### src/rtl/pu_msp430_clock_switch_ctrl.sv
// Clock-switch sequencer for the glitch-free two-input clock mux: waits for osc1 ready/settle, holds the handoff, reports done/timeout.
// Optional fail-safe fallback to clk_in0 on loss of osc1_ready is enabled by defining PU_MSP430_CLOCK_FAILSAFE_EN.
module pu_msp430_clock_switch_ctrl #(
  parameter int SETTLE_W    = 8,
  parameter int TIMEOUT_W   = 12,
  parameter int HANDOFF_CYC = 4
) (
  input  logic                mclk,
  input  logic                reset,
  input  logic                sw_req,
  input  logic                sw_sel,
  input  logic [SETTLE_W-1:0] sw_settle,
  input  logic                osc1_ready,
  input  logic                scan_mode,
  output logic                selection,
  output logic                cur_sel,
  output logic                busy,
  output logic                sw_done,
  output logic                sw_err,
  output logic                osc_fault
);

  localparam int HW = (HANDOFF_CYC > 1) ? $clog2(HANDOFF_CYC) : 1;

  typedef enum logic [1:0] {
    IDLE     = 2'd0,
    WAIT_RDY = 2'd1,
    SETTLE   = 2'd2,
    SWITCH   = 2'd3
  } state_t;

  state_t               r_state, w_state;
  logic                 r_target, w_target;
  logic [SETTLE_W-1:0]  r_cap, w_cap;
  logic [SETTLE_W-1:0]  r_cnt, w_cnt;
  logic [TIMEOUT_W-1:0] r_tcnt, w_tcnt;
  logic [TIMEOUT_W-1:0] w_tcnt_inc;
  logic [HW-1:0]        r_hcnt, w_hcnt;
  logic                 r_sel, w_sel;
  logic                 r_cur, w_cur;
  logic                 r_busy, w_busy;
  logic                 r_done, w_done;
  logic                 r_err, w_err;
  logic                 r_fault, w_fault;
  logic                 w_lost;
  logic                 w_fs_fire;

  assign w_tcnt_inc = r_tcnt + 1'b1;

`ifdef PU_MSP430_CLOCK_FAILSAFE_EN
  // r_lost remembers that osc1_ready was already low on the previous IDLE cycle.
  logic r_lost;

  always_ff @(posedge mclk) begin
    if (reset) r_lost <= 1'b0;
    else       r_lost <= w_lost;
  end

  always_comb begin
    w_lost    = 1'b0;
    w_fs_fire = 1'b0;
    if (r_state == IDLE && r_cur && !osc1_ready) begin
      w_lost    = ~r_lost;
      w_fs_fire = r_lost;
    end
  end
`else
  assign w_lost    = 1'b0;
  assign w_fs_fire = 1'b0;
`endif

  always_comb begin
    w_state  = r_state;
    w_target = r_target;
    w_cap    = r_cap;
    w_cnt    = r_cnt;
    w_tcnt   = r_tcnt;
    w_hcnt   = r_hcnt;
    w_sel    = r_sel;
    w_cur    = r_cur;
    w_busy   = r_busy;
    w_done   = 1'b0;
    w_err    = r_err;
    w_fault  = r_fault;
    case (r_state)
      IDLE: begin
        if (w_fs_fire) begin
          w_sel   = 1'b0;
          w_cur   = 1'b0;
          w_fault = 1'b1;
        end else if (sw_req && !scan_mode) begin
          w_target = sw_sel;
          w_cap    = sw_settle;
          w_cnt    = sw_settle;
          w_err    = 1'b0;
          w_fault  = 1'b0;
          if (sw_sel == r_cur) begin
            w_done = 1'b1;
          end else if (!sw_sel) begin
            w_state = SWITCH;
            w_busy  = 1'b1;
            w_sel   = 1'b0;
            w_hcnt  = '0;
          end else begin
            w_state = WAIT_RDY;
            w_busy  = 1'b1;
            w_tcnt  = '0;
          end
        end
      end
      WAIT_RDY: begin
        if (osc1_ready) begin
          w_state = SETTLE;
          w_cnt   = r_cap;
        end else begin
          w_tcnt = w_tcnt_inc;
          if (&w_tcnt_inc) begin
            w_err   = 1'b1;
            w_busy  = 1'b0;
            w_state = IDLE;
          end
        end
      end
      SETTLE: begin
        // A ready dropout restarts the wait; the timeout budget keeps running.
        if (!osc1_ready) begin
          w_state = WAIT_RDY;
        end else if (r_cnt == '0) begin
          w_state = SWITCH;
          w_sel   = r_target;
          w_hcnt  = '0;
        end else begin
          w_cnt = r_cnt - 1'b1;
        end
      end
      SWITCH: begin
        if (r_hcnt == HW'(HANDOFF_CYC - 1)) begin
          w_cur   = r_target;
          w_done  = 1'b1;
          w_busy  = 1'b0;
          w_state = IDLE;
        end else begin
          w_hcnt = r_hcnt + 1'b1;
        end
      end
      default: w_state = IDLE;
    endcase
  end

  always_ff @(posedge mclk) begin
    if (reset) begin
      r_state  <= IDLE;
      r_target <= 1'b0;
      r_cap    <= '0;
      r_cnt    <= '0;
      r_tcnt   <= '0;
      r_hcnt   <= '0;
      r_sel    <= 1'b0;
      r_cur    <= 1'b0;
      r_busy   <= 1'b0;
      r_done   <= 1'b0;
      r_err    <= 1'b0;
      r_fault  <= 1'b0;
    end else begin
      r_state  <= w_state;
      r_target <= w_target;
      r_cap    <= w_cap;
      r_cnt    <= w_cnt;
      r_tcnt   <= w_tcnt;
      r_hcnt   <= w_hcnt;
      r_sel    <= w_sel;
      r_cur    <= w_cur;
      r_busy   <= w_busy;
      r_done   <= w_done;
      r_err    <= w_err;
      r_fault  <= w_fault;
    end
  end

  assign selection = r_sel;
  assign cur_sel   = r_cur;
  assign busy      = r_busy;
  assign sw_done   = r_done;
  assign sw_err    = r_err;
  assign osc_fault = r_fault;

endmodule

### config.mk
export PLATFORM = sky130hd
export DESIGN_NAME = pu_msp430_clock_switch_ctrl
export DESIGN_NICKNAME = d
export VERILOG_FILES = /design/src/rtl/pu_msp430_clock_switch_ctrl.sv
export SDC_FILE = /design/constraint.sdc
export NUM_CORES = 1
export LEC_CHECK = 0
export BUFFER_PORTS_ARGS = -buffer_cell sky130_fd_sc_hd__buf_2
export CAP_MARGIN = 20
export CORE_MARGIN = 3
export CORE_UTILIZATION = 60
export DETAILED_ROUTE_END_ITERATION = 8
export PLACE_DENSITY = 0.92
export REMOVE_ABC_BUFFERS = 1
export SETUP_SLACK_MARGIN = 0.15
export SYNTH_ARGS = -nofsm -noshare
export SYNTH_HDL_FRONTEND = slang
export SYNTH_SLANG_ARGS = --single-unit
### constraint.sdc
create_clock -name mclk -period 3.4 [get_ports mclk]
set_clock_uncertainty 0.1 [all_clocks]
set_input_delay 0.51 -clock mclk [delete_from_list [all_inputs] [get_ports mclk]]
set_output_delay 0.51 -clock mclk [all_outputs]
set_load 0.1 [all_outputs]
# --- Word level (Yosys, flattened, before mapping) ---
# Cells that the tools add are included.
word_totals:
  input_bits: 14
  mem_bits_rw: 0
  regBits: 38
  mem_bits_ro: 0
  output_inout_bits: 6
  memories: 0
  elab_cells: 98
  latchBits: 0
op_classes:
  n_mux: 46
  n_reduce_logical: 19
  eq_ne: 19
  multipliers: 0
  n_div: 0
  n_addsub: 3
  n_shift: 0
  n_lt_le_gt_ge: 0
  n_bitwise: 0
ops:
  columns: ["cell", "n"]
  rows:
  - ["12-bit 2-to-1 mux", 4]
  - ["8-bit 2-to-1 mux", 4]
  - ["2-bit 2-to-1 mux", 14]
  - ["2-bit inequality test, second input constant", 12]
  - ["12-bit case mux with 2 select lines", 1]
  - ["8-bit case mux with 3 select lines", 1]
  - ["1-bit 2-to-1 mux", 16]
  - ["5-bit AND reduction", 3]
  - ["12-bit by 1-bit adder with 12-bit output, second input constant", 1]
  - ["12-bit AND reduction", 1]
  - ["6-bit AND reduction", 2]
  - ["3-bit nonzero test", 3]
  - ["8-bit zero test", 1]
  - ["2-bit case mux with 4 select lines", 1]
  - ["8-bit by 1-bit subtractor with 8-bit output, second input constant", 1]
  - ["7-bit AND reduction", 1]
  - ["2-bit equality test, second input constant", 3]
  - ["3-bit inequality test, second input constant", 2]
  - ["1-bit case mux with 2 select lines", 3]
  - ["2-bit case mux with 3 select lines", 1]
  - ["2-bit AND reduction", 2]
  - ["4-bit AND reduction", 1]
  - ["2-bit nonzero test", 2]
  - ["1-bit case mux with 3 select lines", 1]
  - ["other kinds (6)", 6]

# --- Depth between registers and ports, before layout ---
depth:
  ltp_word: 5
  depth_mapped: 9
  ltp_nobuf: 8

# --- Worst setup path after synthesis ---
# Ideal clock, no wire load.
synth_timing:
  path_kind: "flip-flop to flip-flop"
  startpoint: "reg r_cur, in the netlist cur_sel"
  endpoint: "reg r_hcnt[0]"
  path_stages_with_launch: 7
  n_path_buf: 0
  t_required_ps: 3230
  slack_ps: 681
  period_less_slack_ps: 2719
  arrival_time_ps: 2549
  cell_sequence: "dfxtp_1 -> xnor2_1 -> o21a_2 -> a221o_1 -> a2111o_1 -> or3b_1 -> a21oi_1"
synth_via:
  elab_chain_len: 3
synth_rtl:
  columns: ["element", "line", "rtl"]
  rows:
  - ["from (decl)", "40", "logic r_cur, w_cur;"]
  - ["from (signal assigned)", "172", "r_cur <= w_cur;"]
  - ["1-bit equality test", "97", "if (sw_sel == r_cur) begin"]
  - ["2-bit inequality test (no line)", null, null]
  - ["7-bit AND reduction (no line)", null, null]
  - ["to (signal assigned)", "170", "r_hcnt <= w_hcnt;"]
  - ["to (decl)", "38", "logic [HW-1:0] r_hcnt, w_hcnt;"]
# No other way between the ends.
# A chain may end at the register's enable or synchronous reset.

# --- Worst setup path after layout ---
layout_timing:
  startpoint: "reg r_state[1]"
  endpoint: "reg r_tcnt[11]"
layout_via:
  elab_chain_len: 3
layout_rtl:
  columns: ["element", "line", "rtl"]
  rows:
  - ["from (decl)", "32", "state_t r_state, w_state;"]
  - ["from (signal assigned)", "165", "r_state <= w_state;"]
  - ["2-bit by 1-bit equality test with 1-bit output / 2-bit zero test (equally long branches)", "85", "case (r_state)"]
  - ["2-bit inequality test (no line) / 2-bit nonzero test (equally long branches)", null, null]
  - ["5-bit AND reduction (no line)", null, null]
  - ["to (signal assigned)", "169", "r_tcnt <= w_tcnt;"]
  - ["to (decl)", "36", "logic [TIMEOUT_W-1:0] r_tcnt, w_tcnt;"]
# Several ways; a longest one is shown, not always the timed one.

==> flow_summary.json <==
{
  "hold_ws_ns": 0.336,
  "status": "finished, final reports clean",
  "drive_gt1_share_pct": 11.7,
  "ys_async_sr_fraction_pct": 0,
  "clkSinkCount": 38,
  "drt_first_pass_iters": 4,
  "r2r-start": "r_state[1]",
  "final_cells": 345,
  "ant_nets": 0,
  "cts_max_level": 2,
  "coreArea_sq_um": 3420,
  "crit_path_end_kind": "flip-flop",
  "synth_edf_count": 0,
  "worst_pin_slew_ns": 0.691,
  "wirelength_mm": 5.01,
  "leakage_nw": 0.813,
  "route.detailed.drc": 0,
  "powerDensity_nw_per_um2": 812,
  "dp_cells": 337,
  "tritoncts": "yes",
  "dr_total_vias": 2113,
  "fin_crit_sh_pct": 77.0,
  "dp_hpwl_mm": 3.58,
  "synth-xor-area-share_pct": 3.61,
  "rsz0062_at_grt": "false",
  "path_cells": "inv_1, ha_1, nand2_1, or3_1, nor2_1, a41oi_1, a311oi_1",
  "cts_hold_buf": 0,
  "area_delta_synth_final_pct": 7.33,
  "antenna_cells": 0,
  "worstPathMaxFanout": 16,
  "irDropWorstVdd_uv": 382,
  "min_to": "r_cap[4]",
  "rrSetupSlack_ns": 0.78,
  "fin_setup_tns_ns": 0,
  "first_iter_violations": 181,
  "rows": 21,
  "ys_ff_latch": 38,
  "synth-simple-area-share_pct": 24.7,
  "yosys_warnings": 0,
  "syn_inst": 288,
  "insertion_delay_ns": 0.34,
  "min-delay-start": "sw_settle[4]",
  "muxShareOfSynthArea_pct": 0.458,
  "critPathRequiredTime_ns": 3.56,
  "grt_overflow": 0,
  "post-cts-setup-buffers": 0,
  "power_mw": 1.90,
  "grt_pass1_vias": 1861,
  "finalCriticalPeriod_ns": 2.62,
  "cts-resized-gates": 0,
  "wl_per_cell_um": 14.5,
  "grt_pass1_wl_mm": 8.42,
  "path_class": "flip-flop to flip-flop",
  "root_buffer": "clkbuf_4",
  "io_buffers": 18,
  "synth-seq-area-share_pct": 34.8,
  "synth.distinct_cells": 46,
  "place_congestion": 0.910,
  "final-setup-viol-count": 0,
  "numCtsBuffers": 5,
  "die_w_um": 66.3,
  "cap_violations": 0,
  "critPathBufInv": 1,
  "max_slew_margin_pct": 53.9,
  "clockBufferDepth": 2,
  "cpLargestDelayFamily": "simple AND/OR/NAND/NOR gates",
  "critPathMaxStageDelay_ns": 0.61,
  "setup.worst_path.start_class": "flip-flop",
  "synth-adder-area-share_pct": 5.73,
  "critical_path_arrival_ns": 2.78,
  "crit_path_top_delay_cell": "or3_1",
  "path_clk_slew_ns": 0.12,
  "reg2reg_to": "r_tcnt[11]",
  "die_area_sq_um": 4400,
  "antenna_found_initial": 0,
  "hold_path.class": "input port to flip-flop",
  "grt_max_degree": 39,
  "synth_top_family_by_area": "compound AO/OA/AOI/OAI gates",
  "via_per_inst": 6.12,
  "syn-cell-area_sq_um": 2180,
  "pin_count": 20,
  "synth_compound_area_share_pct": 25.5,
  "initial_core_util_pct": 64.0,
  "fillers": 293,
  "die_height_um": 66.3,
  "maxSlewViolCount": 0,
  "syn_area_per_cell_sq_um": 7.59,
  "final_nets": 322,
  "min_path_cells": 3,
  "track_usage_pct": 24.5,
  "finalHoldViolCount": 0,
  "synth_top_flop_cell": "dfxtp_1",
  "reg2regPathDepth": 7,
  "fmax_ghz": 0.382
}
-- logic make-up (layout without fill, tap and decap cells) --
group,Yosys count,after routing
compound gates,84,84
other cells,1,1
fa+ha+maj,10,10
simple gates,117,117
flops,38,38
buf+inv,28,39
mux,1,1
xor+xnor,9,9
-- worst max path at each step --
stage                     startpoint    endpoint  slack, ns  depth (start not counted)
final                     r_state[1]  r_tcnt[11]       0.78                          7
after global routing      r_state[1]  r_tcnt[11]       0.58                          7
after CTS                 r_state[1]  r_tcnt[11]       0.81                          7
after detailed placement  r_state[1]  r_tcnt[11]       0.84                          7
after global placement    r_state[0]   r_hcnt[0]       0.92                          7
after floorplan              cur_sel   r_tcnt[6]     -0.005                          6
-- cell usage in the layout, fill, tap and decap left out, drive strengths merged, types with 2 or more instances in the layout --
master,netlist,layout
nor2,39,39
dfxtp,38,38
nand2,31,31
a21oi,30,30
buf,4,21
nand3,14,14
o21ai,11,11
inv,10,10
nor3,10,10
ha,10,10
a22oi,8,8
clkbuf,14,7
xnor2,6,6
nand4,6,6
a311oi,6,6
a211oi,5,5
or2,4,4
a31oi,3,3
and2,3,3
a211o,3,3
xor2,3,3
o21a,3,3
a2111oi,3,3
nor2b,2,2
or3,2,2
o211ai,2,2
a221oi,2,2
a21o,2,2
-- worst min-delay path: stages --
cell and delay (ns):
buf_2 0.11, nand3_1 0.06, a21oi_1 0.06
-- registers in the layout (all words and copies together) (netlist names) --
signal and count:
r_tcnt 12, r_cap 8, r_cnt 8, r_hcnt 2
r_state 2, busy 1, cur_sel 1, r_target 1
selection 1, sw_done 1, sw_err 1
-- cell usage after synthesis, types with 4 or more instances --
cell      count  area share, %
a211oi_1      5            1.7
a21oi_1      30            6.9
a22oi_1       8            2.7
a311oi_1      6            2.4
clkbuf_1     14            2.4
dfxtp_1      38             35
ha_1         10            5.7
inv_1        10            1.7
nand2_1      31            5.3
nand3_1      14            3.2
nand4_1       6            1.7
nor2_1       39            6.7
nor3_1       10            2.3
o21ai_0      10            2.3
or2_2         4            1.1
xnor2_1       6            2.4
-- cell type report --
class / instances / area [sq um] / share of cell area (%)
well taps: 46 / 57.6 / 2.45
clock buffers: 7 / 55.1 / 2.35
flip-flops and latches: 38 / 761 / 32.4
clock inverters: 1 / 5.00 / 0.213
multi-input cells: 222 / 1320 / 56.1
inverters: 10 / 37.5 / 1.60
repair buffers: 21 / 113 / 4.80
-- stage by stage --
step | utilization, % | cell area, sq um | worst slack, ns
5_1_grt | 68.6 | 2340 | 0.582
6_report | 68.6 | 2340 | 0.781
4_1_cts | 68.6 | 2340 | 0.814
3_3_place_gp | 66.9 | 2280 | 0.924
3_5_place_dp | 66.9 | 2280 | 0.837
2_1_floorplan | - | 2110 | -0.00494
-- per-layer routing --
| metal | part of all wire [%] | vias up | track usage (%) | wire length, um |
|---|---|---|---|---|
| met2 | 50 | 77 | 41.6 | 2500 |
| li1 | - | 1054 | - | - |
| met4 | 1.5 | 0 | 9.90 | 75 |
| met5 | 0 | - | 0 | 0 |
| met1 | 42 | 975 | 30.4 | 2120 |
| met3 | 6.1 | 7 | 4.25 | 304 |
-- report_power, final --
part	internal (mW)	switching [mW]
logic	0.393	0.651
clock network	0.100	0.149
registers	0.524	0.0867
total	1.02	0.887
No activity file was read; power rests on OpenSTA's default activity.
